File: config.mk
export PLATFORM = sky130hd
export DESIGN_NAME = timer_capture_fifo_flat
export DESIGN_NICKNAME = d
export VERILOG_FILES = /design/src/rtl/timer_capture_fifo_if.sv /design/src/rtl/timer_capture_fifo.sv /design/src/flat_wrapper.sv
export SDC_FILE = /design/constraint.sdc
export NUM_CORES = 1
export LEC_CHECK = 0
export BUFFER_PORTS_ARGS = -buffer_cell sky130_fd_sc_hd__buf_2
export CAP_MARGIN = 10
export CELL_PAD_IN_SITES_DETAIL_PLACEMENT = 0
export CELL_PAD_IN_SITES_GLOBAL_PLACEMENT = 1
export CORE_UTILIZATION = 36
export DETAILED_ROUTE_END_ITERATION = 10
export GPL_TIMING_DRIVEN = 0
export PLACE_DENSITY_LB_ADDON = 0.1
export SYNTH_ARGS = -nofsm -noshare
export SYNTH_HDL_FRONTEND = slang
export SYNTH_SLANG_ARGS = --single-unit
File: constraint.sdc
create_clock -name clk -period 3.6 [get_ports clk]
set_clock_uncertainty 0.05 [all_clocks]
set_input_delay 0.54 -clock clk [delete_from_list [all_inputs] [get_ports clk]]
set_output_delay 0.54 -clock clk [all_outputs]
set_load 0.1 [all_outputs]
File: src/rtl/timer_capture_fifo_if.sv
`default_nettype none
// ============================================================================
//  Module      : timer_capture_fifo_if
//  Description : Bundles the capture input, the flush control, the readout
//                stream and the status outputs of timer_capture_fifo.
//                slave  : FIFO side (takes captures, drives the stream).
//                master : timer/host side (drives captures, consumes stream).
//                Optional TIMER_CAPFIFO_DELTA_EN adds out_delta/out_first.
//  Revision    : 1.0 - initial release
// ============================================================================
interface timer_capture_fifo_if #(
    parameter int WIDTH  = 16,
    parameter int DEPTH  = 8,
    parameter int DROP_W = 8
) ();
    localparam int LVL_W = $clog2(DEPTH) + 1;

    logic              cap_valid;
    logic [WIDTH-1:0]  cap_value;
    logic              flush;
    logic              out_valid;
    logic              out_ready;
    logic [WIDTH-1:0]  out_data;
    logic [LVL_W-1:0]  level;
    logic              full;
    logic              overflow;
    logic [DROP_W-1:0] drop_count;
`ifdef TIMER_CAPFIFO_DELTA_EN
    logic [WIDTH-1:0]  out_delta;
    logic              out_first;

    modport slave (
        input  cap_valid, cap_value, flush, out_ready,
        output out_valid, out_data, level, full, overflow, drop_count,
               out_delta, out_first
    );
    modport master (
        output cap_valid, cap_value, flush, out_ready,
        input  out_valid, out_data, level, full, overflow, drop_count,
               out_delta, out_first
    );
`else
    modport slave (
        input  cap_valid, cap_value, flush, out_ready,
        output out_valid, out_data, level, full, overflow, drop_count
    );
    modport master (
        output cap_valid, cap_value, flush, out_ready,
        input  out_valid, out_data, level, full, overflow, drop_count
    );
`endif
endinterface
`default_nettype wire

File: src/rtl/timer_capture_fifo.sv
`default_nettype none
// ============================================================================
//  Module      : timer_capture_fifo
//  Description : First-word-fall-through FIFO buffering timer capture values,
//                with sticky overflow flag and saturating dropped-capture
//                counter. All stream/status outputs are registered.
//  Ports       : clk    - system clock (rising edge)
//                sreset - synchronous active-high reset
//                bus    - timer_capture_fifo_if.slave (capture input, flush,
//                         out_valid/out_ready/out_data stream, level, full,
//                         overflow, drop_count)
//  Options     : `define TIMER_CAPFIFO_DELTA_EN to store per-entry delta to
//                the previous accepted capture (out_delta) and a first flag.
//  Revision    : 1.0 - initial release
// ============================================================================
module timer_capture_fifo #(
    parameter int WIDTH  = 16,
    parameter int DEPTH  = 8,
    parameter int DROP_W = 8
) (
    input  wire logic             clk,
    input  wire logic             sreset,
    timer_capture_fifo_if.slave   bus
);
    localparam int               PTR_W   = $clog2(DEPTH);
    localparam int               LVL_W   = PTR_W + 1;
    localparam logic [LVL_W-1:0] C_DEPTH = LVL_W'(DEPTH);

    logic [WIDTH-1:0]  r_mem_q [DEPTH];
    logic [PTR_W-1:0]  r_wr_ptr_q,   r_wr_ptr_d;
    logic [PTR_W-1:0]  r_rd_ptr_q,   r_rd_ptr_d;
    logic [LVL_W-1:0]  r_level_q,    r_level_d;
    logic              r_out_valid_q, r_out_valid_d;
    logic [WIDTH-1:0]  r_out_data_q, r_out_data_d;
    logic              r_full_q,     r_full_d;
    logic              r_overflow_q, r_overflow_d;
    logic [DROP_W-1:0] r_drop_q,     r_drop_d;

    logic w_pop, w_push, w_drop, w_we, w_head_is_new;

`ifdef TIMER_CAPFIFO_DELTA_EN
    logic [WIDTH-1:0] r_dmem_q [DEPTH];
    logic             r_fmem_q [DEPTH];
    logic [WIDTH-1:0] r_prev_q,      r_prev_d;
    logic             r_have_prev_q, r_have_prev_d;
    logic [WIDTH-1:0] r_out_delta_q, r_out_delta_d;
    logic             r_out_first_q, r_out_first_d;
    logic [WIDTH-1:0] w_delta_in;
    logic             w_first_in;
`endif

    always_comb begin
        w_pop  = r_out_valid_q & bus.out_ready;
        // A full FIFO still accepts a capture when the head leaves this cycle.
        w_push = bus.cap_valid & ((r_level_q != C_DEPTH) | w_pop);
        w_drop = bus.cap_valid & (r_level_q == C_DEPTH) & ~w_pop;
        w_we   = w_push & ~bus.flush;

        r_wr_ptr_d   = r_wr_ptr_q;
        r_rd_ptr_d   = r_rd_ptr_q;
        r_level_d    = r_level_q;
        r_overflow_d = r_overflow_q;
        r_drop_d     = r_drop_q;

        if (bus.flush) begin
            r_wr_ptr_d   = '0;
            r_rd_ptr_d   = '0;
            r_level_d    = '0;
            r_overflow_d = 1'b0;
            r_drop_d     = '0;
        end else begin
            if (w_push) r_wr_ptr_d = r_wr_ptr_q + PTR_W'(1);
            if (w_pop)  r_rd_ptr_d = r_rd_ptr_q + PTR_W'(1);
            if (w_push && !w_pop)      r_level_d = r_level_q + LVL_W'(1);
            else if (!w_push && w_pop) r_level_d = r_level_q - LVL_W'(1);
            if (w_drop) begin
                r_overflow_d = 1'b1;
                if (r_drop_q != '1) r_drop_d = r_drop_q + DROP_W'(1);
            end
        end

        // The next head is the entry being written this cycle only when the
        // new read pointer lands on the current write slot (FIFO held 0 or 1
        // entry); a full FIFO writing here must be popping, so no alias.
        w_head_is_new = w_we && (r_rd_ptr_d == r_wr_ptr_q);
        r_full_d      = (r_level_d == C_DEPTH);
        r_out_valid_d = (r_level_d != '0);
        if (r_level_d == '0)    r_out_data_d = '0;
        else if (w_head_is_new) r_out_data_d = bus.cap_value;
        else                    r_out_data_d = r_mem_q[r_rd_ptr_d];

`ifdef TIMER_CAPFIFO_DELTA_EN
        w_first_in    = ~r_have_prev_q;
        w_delta_in    = r_have_prev_q ? (bus.cap_value - r_prev_q) : '0;
        r_prev_d      = r_prev_q;
        r_have_prev_d = r_have_prev_q;
        if (bus.flush) begin
            r_prev_d      = '0;
            r_have_prev_d = 1'b0;
        end else if (w_push) begin
            // Only accepted captures become the reference for the next delta.
            r_prev_d      = bus.cap_value;
            r_have_prev_d = 1'b1;
        end
        if (r_level_d == '0) begin
            r_out_delta_d = '0;
            r_out_first_d = 1'b0;
        end else if (w_head_is_new) begin
            r_out_delta_d = w_delta_in;
            r_out_first_d = w_first_in;
        end else begin
            r_out_delta_d = r_dmem_q[r_rd_ptr_d];
            r_out_first_d = r_fmem_q[r_rd_ptr_d];
        end
`endif
    end

    always_ff @(posedge clk) begin
        if (w_we) begin
            r_mem_q[r_wr_ptr_q] <= bus.cap_value;
`ifdef TIMER_CAPFIFO_DELTA_EN
            r_dmem_q[r_wr_ptr_q] <= w_delta_in;
            r_fmem_q[r_wr_ptr_q] <= w_first_in;
`endif
        end
    end

    always_ff @(posedge clk) begin
        if (sreset) begin
            r_wr_ptr_q    <= '0;
            r_rd_ptr_q    <= '0;
            r_level_q     <= '0;
            r_out_valid_q <= 1'b0;
            r_out_data_q  <= '0;
            r_full_q      <= 1'b0;
            r_overflow_q  <= 1'b0;
            r_drop_q      <= '0;
        end else begin
            r_wr_ptr_q    <= r_wr_ptr_d;
            r_rd_ptr_q    <= r_rd_ptr_d;
            r_level_q     <= r_level_d;
            r_out_valid_q <= r_out_valid_d;
            r_out_data_q  <= r_out_data_d;
            r_full_q      <= r_full_d;
            r_overflow_q  <= r_overflow_d;
            r_drop_q      <= r_drop_d;
        end
    end

`ifdef TIMER_CAPFIFO_DELTA_EN
    always_ff @(posedge clk) begin
        if (sreset) begin
            r_prev_q      <= '0;
            r_have_prev_q <= 1'b0;
            r_out_delta_q <= '0;
            r_out_first_q <= 1'b0;
        end else begin
            r_prev_q      <= r_prev_d;
            r_have_prev_q <= r_have_prev_d;
            r_out_delta_q <= r_out_delta_d;
            r_out_first_q <= r_out_first_d;
        end
    end

    assign bus.out_delta = r_out_delta_q;
    assign bus.out_first = r_out_first_q;
`endif

    assign bus.out_valid  = r_out_valid_q;
    assign bus.out_data   = r_out_data_q;
    assign bus.level      = r_level_q;
    assign bus.full       = r_full_q;
    assign bus.overflow   = r_overflow_q;
    assign bus.drop_count = r_drop_q;

endmodule
`default_nettype wire

File: src/flat_wrapper.sv
// flat-port wrapper written by rule: the top's interface ports become plain ports
module timer_capture_fifo_flat 
#(
    parameter int WIDTH  = 16,
    parameter int DEPTH  = 8,
    parameter int DROP_W = 8
)
  (clk, sreset, bus_cap_valid, bus_cap_value, bus_flush, bus_out_ready, bus_out_valid, bus_out_data, bus_level, bus_full, bus_overflow, bus_drop_count);
  timer_capture_fifo_if #(.WIDTH(WIDTH), .DEPTH(DEPTH), .DROP_W(DROP_W)) bus_i ();
  input  wire logic clk;
  input  wire logic sreset;
  input wire logic [$bits(bus_i.cap_valid)-1:0] bus_cap_valid;
  input wire logic [$bits(bus_i.cap_value)-1:0] bus_cap_value;
  input wire logic [$bits(bus_i.flush)-1:0] bus_flush;
  input wire logic [$bits(bus_i.out_ready)-1:0] bus_out_ready;
  output wire logic [$bits(bus_i.out_valid)-1:0] bus_out_valid;
  output wire logic [$bits(bus_i.out_data)-1:0] bus_out_data;
  output wire logic [$bits(bus_i.level)-1:0] bus_level;
  output wire logic [$bits(bus_i.full)-1:0] bus_full;
  output wire logic [$bits(bus_i.overflow)-1:0] bus_overflow;
  output wire logic [$bits(bus_i.drop_count)-1:0] bus_drop_count;
  assign bus_i.cap_valid = bus_cap_valid;
  assign bus_i.cap_value = bus_cap_value;
  assign bus_i.flush = bus_flush;
  assign bus_i.out_ready = bus_out_ready;
  assign bus_out_valid = bus_i.out_valid;
  assign bus_out_data = bus_i.out_data;
  assign bus_level = bus_i.level;
  assign bus_full = bus_i.full;
  assign bus_overflow = bus_i.overflow;
  assign bus_drop_count = bus_i.drop_count;
  timer_capture_fifo #(.WIDTH(WIDTH), .DEPTH(DEPTH), .DROP_W(DROP_W)) u_core (.clk(clk), .sreset(sreset), .bus(bus_i));
endmodule
==> flow_summary.rst, run 1 <==
.. list-table::
   :header-rows: 1

   * - Metric
     - Value
   * - First-iteration detailed-routing DRC count
     - 209
   * - Kind of start point of the critical path
     - register
   * - WL final
     - 15000 um
   * - Number of flip-flops and latches in the synthesized netlist
     - 165
   * - Failing checks
     - design-rule violations
   * - Antenna Nets Post-Route
     - 0
   * - Die area
     - 0.0193 sq mm
   * - Fillers
     - 1639
   * - Avg Synthesized Cell Area
     - 15.1 sq um
   * - Number of distinct standard cells referenced by the synthesized netlist
     - 51
   * - H-tree depth
     - 4
   * - Main combinational cell family by area after synthesis
     - multiplexers
   * - Setup repair after global routing missed its margin
     - no
   * - Initial cell density of the core
     - 37.1%
   * - Register clock-pin slew on the reported worst setup and hold paths
     - 0.06 ns
   * - CTS max path bufs
     - 2
   * - CTS Hold Buffers Added
     - 0
   * - Instance area after placement
     - 0.00746 sq mm
   * - Mapped Nets
     - 474
   * - # diodes
     - 0
   * - Clock Tree Root
     - clkbuf_16
   * - Post-synthesis xor/xnor area fraction
     - 1.69%
   * - Number of enable flip-flop cells after synthesis
     - 128
   * - Power Density
     - 516 mW/mm^2
   * - Slowest cell on the critical path
     - nor4b_4
   * - Leak
     - 3.26 nW
   * - Layout area overhead
     - 18.9%
   * - Net count, final
     - 555
   * - TritonCTS clock tree
     - yes
   * - Core ar.
     - 0.0181 sq mm
   * - Proportion of synthesized chip area in sequential cells
     - 68.1%
   * - Number of antenna violations at the first check in global routing
     - 0
   * - Worst hold path endpoint
     - u_core.r_rd_ptr_q[2]$_SDFF_PP0_
   * - Crit share post-route
     - 74.6%
   * - Most instantiated library cell after synthesis
     - edfxtp_1
   * - Remaining Overflow, GRT
     - 0
   * - Final min period
     - 2.69 ns
   * - # IOs
     - 52
   * - Critical setup path kind
     - reg2reg
   * - Total Negative Setup Slacks
     - 0 ns
   * - Worst-case hold slack
     - 0.254 ns
   * - Die span in x
     - 139 um
   * - Number of warnings reported in the yosys synthesis log
     - 0
   * - Number of buffers added for setup after CTS
     - 0
   * - TritonCTS Sinks
     - 165
   * - Resized cells post-CTS
     - 0
   * - Share of synthesized area spent on multiplexers
     - 10.1%
   * - Class of the tightest hold or removal check
     - in2reg
   * - Synth async-reset ratio
     - 0%
   * - Reg2reg setup slack
     - 0.91 ns
   * - Vias in the first global route
     - 3896
   * - Input/output buffers
     - 50
   * - Worst R2R End
     - u_core.r_mem_q[0][13]$_DFFE_PP_
   * - Delay-heaviest family, CP
     - simple AND/OR/NAND/NOR gates
   * - Row Count
     - 49
   * - Detailed-route via count
     - 3825
   * - Summed area of non-filler cells in the final layout
     - 0.00801 sq mm
   * - Global-route usage over all layers
     - 16.6%
   * - Startpoint of the worst-slack reg-to-reg timing path
     - u_core.bus.level[0]$_SDFF_PP0_
   * - Dominant synthesized flop cell
     - edfxtp_1
   * - Cell count of the worst reg-to-reg path
     - 7
   * - Die Span Y
     - 139 um
   * - Top cells by area, synth
     - edfxtp_1 57%, dfxtp_1 11%, mux2i_1 9.8%
   * - Critical path buffers and inverters
     - 2
   * - Routability cong.
     - 0.728
   * - Data required time at the worst endpoint
     - 3.68 ns
   * - Half-perimeter wire length of the detailed placement result
     - 10000 um
   * - Layout cell share with drive strength beyond 1
     - 25.0%
   * - Endpoint arrival time on the critical path
     - 2.77 ns
   * - Global-route wire length before repair
     - 23100 um
   * - Final setup fails
     - 0
   * - Critical path endpoint category
     - register
   * - Commonest cells post-synth
     - 128 x edfxtp_1, 66 x mux2i_1, 43 x nor2_1
   * - Top achievable clock speed
     - 0.372 GHz
   * - Endpoints failing hold
     - 0
   * - Post-synthesis instance area
     - 0.00674 sq mm
   * - Post-synthesis instance total
     - 447
   * - Measured slew at the worst slew-check pin
     - 0.908 ns
   * - CP cell instances
     - inv_1 -> ha_1 -> nand3b_4 -> o21ai_2 -> nor2_1 -> nor4b_4 -> buf_6
   * - Compound-Gate Fraction of Synth Area
     - 8.32%
   * - DR pass1 iterations
     - 7
   * - Number of violations of the max-capacitance limit
     - 0
   * - Final slew viol count
     - 0
   * - Clock latency reported for the late side of the worst-skew pair
     - 0.42 ns
   * - Top-area cell type share of the netlist area
     - 57.1%
   * - Average via count per standard cell
     - 4.97
   * - Status
     - finished with violations
   * - Biggest cell delay along the critical path
     - 0.78 ns
   * - Clock buffer count from CTS
     - 17
   * - Post-DR wirelength/cell
     - 19.5 um
   * - Worst slew margin relative to its limit
     - 39.2%
   * - Highest ir drop seen on vdd
     - 311 uV
   * - Post-route total power
     - 4.14 mW
   * - Hold Path Depth
     - 2
   * - Post-route DRC violation count
     - 6
   * - Startpoint of the most critical hold path
     - sreset
   * - Biggest fanout along the worst timing path
     - 9
   * - Adder-cell share of the synthesized area
     - 1.11%
   * - Largest net degree at the start of global routing
     - 17
   * - Cell accounting for the most synthesized area
     - edfxtp_1
   * - Share of synthesized cell area in and, or, nand and nor gates
     - 7.49%
[cells by family (layout without fill, tap and decap cells)]
| kind of cell | after synthesis | in the layout |
|---|---|---|
| flops | 165 | 165 |
| simple gates | 100 | 100 |
| compound gates | 67 | 67 |
| mux | 67 | 67 |
| buf+inv | 29 | 123 |
| xor+xnor | 13 | 13 |
| fa+ha+maj | 6 | 6 |
[cell usage in the layout, fill, tap and decap left out, types with 3 or more instances in the layout]
| master | netlist | layout |
|---|---|---|
| edfxtp_1 | 128 | 128 |
| mux2i_1 | 66 | 66 |
| buf_2 | 6 | 56 |
| nor2_1 | 43 | 40 |
| dfxtp_1 | 37 | 37 |
| a22oi_1 | 32 | 32 |
| nand2_1 | 21 | 21 |
| clkbuf_16 | 0 | 17 |
| buf_6 | 8 | 10 |
| clkbuf_1 | 4 | 9 |
| xor2_1 | 9 | 9 |
| buf_4 | 1 | 8 |
| a211oi_2 | 8 | 8 |
| a211oi_1 | 8 | 8 |
| ha_1 | 6 | 6 |
| nor2b_1 | 5 | 5 |
| inv_1 | 4 | 4 |
| and2_1 | 4 | 4 |
| nand4_1 | 4 | 4 |
| xnor2_1 | 4 | 4 |
| buf_8 | 2 | 4 |
| clkinv_2 | 0 | 4 |
| nor2_2 | 0 | 3 |
| nor4_2 | 0 | 3 |
| nand3_1 | 3 | 3 |
| a21oi_1 | 3 | 3 |
| o21ai_0 | 3 | 3 |
[per-stage QoR]
step	utilization, %	cells	setup WS, ns
2_1_floorplan	-	447	-0.313
3_3_place_gp	40.1	726	-1.65
6_report	44.1	770	0.914
5_1_grt	44.1	770	0.733
3_5_place_dp	41.1	738	0.836
4_1_cts	44.1	770	0.828
[sequential cells by signal, indices dropped and copies added, names as in the netlist]
name / count
u_core.r_rd_ptr_q: 3
u_core.r_mem_q: 128
u_core.bus.drop_count: 8
u_core.bus.out_data: 16
u_core.bus.full: 1
u_core.bus.overflow: 1
u_core.r_wr_ptr_q: 3
u_core.bus.out_valid: 1
u_core.bus.level: 4
[power by group]
group / leakage, nW / internal (mW) / switching, mW
registers: 1.46 / 2.08 / 0.0120
logic: 1.53 / 0.0860 / 0.239
clock network: 0.269 / 1.02 / 0.705
[worst max-delay path by stage]
| stage | startpoint | slack, ns | depth (start not counted) | endpoint |
|---|---|---|---|---|
| final | u_core.bus.level[0]$_SDFF_PP0_ | 0.91 | 7 | u_core.r_mem_q[0][13]$_DFFE_PP_ |
| after global routing | u_core.bus.level[0]$_SDFF_PP0_ | 0.73 | 8 | u_core.r_mem_q[3][3]$_DFFE_PP_ |
| after CTS | u_core.bus.level[0]$_SDFF_PP0_ | 0.83 | 7 | u_core.r_mem_q[0][8]$_DFFE_PP_ |
| after detailed placement | u_core.bus.level[0]$_SDFF_PP0_ | 0.84 | 7 | u_core.r_mem_q[0][7]$_DFFE_PP_ |
| after global placement | u_core.bus.level[0]$_SDFF_PP0_ | -1.65 | 5 | u_core.r_mem_q[2][6]$_DFFE_PP_ |
| after floorplan | u_core.bus.level[0]$_SDFF_PP0_ | -0.31 | 5 | u_core.r_mem_q[2][0]$_DFFE_PP_ |
[final cells by class]
| cell class | count | area [sq um] | share of cell area, % |
|---|---|---|---|
| multi-input cells | 253 | 1990 | 24.8 |
| clock buffers | 22 | 444 | 5.55 |
| repair buffers | 62 | 383 | 4.78 |
| inverters | 5 | 18.8 | 0.234 |
| clock inverters | 10 | 109 | 1.36 |
| flip-flops and latches | 165 | 4580 | 57.2 |
| plain buffers | 24 | 195 | 2.44 |
| well taps | 229 | 287 | 3.58 |
[routing by layer]
metal  vias to the layer above  wire [um]  track usage [%]
li1                       1857          -                -
met1                      1873       6830             20.7
met2                        75       7300             27.8
met3                        20        626             3.97
met4                         0        240             6.78
met5                         -          0                0
No activity file was read; power rests on OpenSTA's default activity.
==> run 2, diff against run 1 <==
Clock period 3.6 ns to 2.5 ns, I/O delays scaled along.
==> run 2 against run 1 <==
Net effect: the flow still finishes with violations (design-rule violations); power increased by 46%; wire length increased by 0.49%; worst hold slack got worse by 0.15 ns; register-to-register slack got worse by 0.76 ns; cell count decreased by 0.78%; largest cell class unchanged.
==> flow_summary.rst, run 2 (synthesis results as in run 1) <==
.. list-table::
   :header-rows: 1

   * - Metric
     - Value
   * - Critical path buffers and inverters
     - 2 (unchanged)
   * - Endpoint arrival time on the critical path
     - 2.58 ns (-0.19 ns)
   * - Failing checks
     - design-rule violations
   * - Number of antenna violations at the first check in global routing
     - 0 (unchanged)
   * - Leak
     - 3.25 nW (-0.23%)
   * - Final setup fails
     - 0 (unchanged)
   * - Die area
     - 0.0193 sq mm (unchanged)
   * - Critical setup path kind
     - reg2reg
   * - Biggest cell delay along the critical path
     - 0.40 ns (-0.38 ns)
   * - Routed metal-1 wirelength
     - 7140 um (+4.5%)
   * - First-iteration detailed-routing DRC count
     - 184 (-12%)
   * - Register bank with the most flops
     - u_core.r_mem_q
   * - Vias in the first global route
     - 3862 (-0.87%)
   * - TritonCTS clock tree
     - yes
   * - Power Density
     - 748 mW/mm^2 (+45%)
   * - Die span in x
     - 139 um (unchanged)
   * - Remaining Overflow, GRT
     - 0 (unchanged)
   * - Average via count per standard cell
     - 5.00 (+0.63%)
   * - Class of the tightest hold or removal check
     - in2reg
   * - Kind of start point of the critical path
     - register
   * - WL final
     - 15100 um (+0.49%)
   * - Sum of met3 wire segment lengths after detailed routing
     - 496 um (-21%)
   * - Critical path endpoint category
     - register
   * - Highest metal layer with signal wires
     - met4
   * - Highest ir drop seen on vdd
     - 490 uV (+58%)
   * - Number of placed cells counting well taps
     - 730 (-1.1%)
   * - Final slew viol count
     - 0 (unchanged)
   * - Measured slew at the worst slew-check pin
     - 0.791 ns (-0.117 ns)
   * - Final min period
     - 2.35 ns (-0.336 ns)
   * - Die Span Y
     - 139 um (unchanged)
   * - Data required time at the worst endpoint
     - 2.73 ns (-0.95 ns)
   * - Core ar.
     - 0.0181 sq mm (unchanged)
   * - Final standard cell utilization of the core
     - 44.5% (+0.35 points)
   * - Flip-flop count of the largest register, all copies and words added
     - 128 (unchanged)
   * - Status
     - finished with violations
   * - Worst-case hold slack
     - 0.107 ns (-0.146 ns)
   * - Setup repair after global routing missed its margin
     - no
   * - Cell Count, Final, Fillers Out
     - 764 (-0.78%)
   * - Clock latency reported for the late side of the worst-skew pair
     - 0.42 ns (about the same)
   * - Largest net degree at the start of global routing
     - 17 (unchanged)
   * - Most frequent standard cell in the layout excluding fill and tap cells
     - edfxtp_1
   * - Crit share post-route
     - 94.0% (+19 points)
   * - Global-route usage over all layers
     - 16.4% (-0.23 points)
   * - Summed area of non-filler cells in the final layout
     - 0.00807 sq mm (+0.80%)
   * - Instance area after placement
     - 0.00745 sq mm (-0.10%)
   * - Global-route wire length before repair
     - 22900 um (-0.57%)
   * - Initial cell density of the core
     - 37.1% (unchanged)
   * - Clock buffer count from CTS
     - 17 (unchanged)
   * - Post-route total power
     - 6.04 mW (+46%)
   * - Half-perimeter wire length of the detailed placement result
     - 9660 um (-3.7%)
   * - Net count, final
     - 549 (-1.1%)
   * - Dpl ws
     - -0.225 ns (-1.06 ns)
   * - Highest-count cells in the layout ignoring fill and taps
     - 128 x edfxtp_1, 66 x mux2i_1, 54 x buf_2, 38 x nor2_1
   * - Post-route DRC violation count
     - 11 (+5)
   * - Slowest cell on the critical path
     - nor3_4
   * - Detailed-route via count
     - 3819 (-0.16%)
   * - # IOs
     - 52 (unchanged)
   * - TritonCTS Sinks
     - 165 (unchanged)
   * - Endpoints failing hold
     - 0 (unchanged)
   * - H-tree depth
     - 4 (unchanged)
   * - Antenna Nets Post-Route
     - 0 (unchanged)
   * - Top achievable clock speed
     - 0.426 GHz (+14%)
   * - Wire length on met2
     - 7310 um (+0.19%)
   * - Worst slew margin relative to its limit
     - 46.9% (+7.7 points)
   * - Post-DR wirelength/cell
     - 19.7 um (+1.3%)
   * - Register clock-pin slew on the reported worst setup and hold paths
     - 0.06 ns (about the same)
   * - Number of violations of the max-capacitance limit
     - 0 (unchanged)
   * - DR pass1 iterations
     - 7 (unchanged)
   * - Biggest fanout along the worst timing path
     - 10 (+1)
   * - Input/output buffers
     - 50 (unchanged)
   * - Row Count
     - 49 (unchanged)
   * - Final setup margin
     - 0.150 ns (-0.764 ns)
   * - Delay-heaviest family, CP
     - simple AND/OR/NAND/NOR gates
   * - # diodes
     - 0 (unchanged)
   * - Fillers
     - 1643 (+0.24%)
   * - Total Negative Setup Slacks
     - 0 ns (unchanged)
   * - Routability cong.
     - 0.693 (-4.9%)
   * - CP cell instances
     - inv_1 -> ha_1 -> nand3b_4 -> a2111oi_2 -> a21oi_1 -> nor2b_1 -> nor3_4 -> buf_6 -> a211oi_2
   * - CTS max path bufs
     - 2 (unchanged)
   * - Layout area overhead
     - 19.9%
   * - Clock Tree Root
     - clkbuf_16
   * - Layout cell share with drive strength beyond 1
     - 26.7% (+1.8 points)
## run 2: changes by cell type in the layout (fill, tap and decap cells not counted), sizes merged
| cell | change |
|---|---|
| clkbuf | -6 |
| buf | -5 |
| inv | +3 |
| clkinv | +1 |
| clkinvlp | +1 |
## run 2: worst paths after layout
| path | start | endpoint | slack (ns) | cells past startpoint |
|---|---|---|---|---|
| max reg2reg | u_core.bus.level[0]$_SDFF_PP0_ | u_core.bus.out_data[10]$_SDFF_PP0_ | 0.15 | 9 |
| min reg2reg | u_core.bus.overflow$_SDFFE_PP0P_ | u_core.bus.overflow$_SDFFE_PP0P_ | 0.43 | 2 |
| min | sreset | u_core.r_rd_ptr_q[2]$_SDFF_PP0_ | 0.11 | 2 |
| max | u_core.bus.level[0]$_SDFF_PP0_ | u_core.bus.out_data[10]$_SDFF_PP0_ | 0.15 | 9 |
## run 2: routing by layer
metal | global-route usage [%] | up-vias
li1 | - | 1848
met1 | 21.3 | 1896
met2 | 27.5 | 67
met3 | 3.94 | 8
met4 | 4.04 | 0
met5 | 0 | -
## run 2: repair_timing
action | CTS | global route
gates resized for setup | 2 | 5
buffers inserted | 1 | 2
cloned | 0 | 0
pin swaps | 1 | 3
endpoints found under the setup margin | 29 | 41
hold buffers | 0 | 0
## run 2: layout make-up
class | count | area [sq um] | share of cell area [%]
tap | 229 | 287 | 3.55
timing repair buffer | 57 | 345 | 4.28
clock buffer | 17 | 425 | 5.27
inverter | 5 | 18.8 | 0.232
multi-input combinational | 253 | 2050 | 25.3
clock inverter | 15 | 156 | 1.94
sequential | 165 | 4600 | 56.9
buffer | 23 | 200 | 2.48
## run 2: worst reg2reg max path, stage by stage (launching register included)
cell	delay, ns
dfxtp_4	0.37
inv_1	0.11
ha_1	0.22
nand3b_4	0.15
a2111oi_2	0.32
a21oi_1	0.09
nor2b_1	0.17
nor3_4	0.40
buf_6	0.28
a211oi_2	0.07
## run 2: power breakdown
part,internal [mW],total (mW),switching [mW]
Combinational,0.128,0.479,0.351
Clock,1.48,2.55,1.08
Sequential,2.99,3.01,0.0168
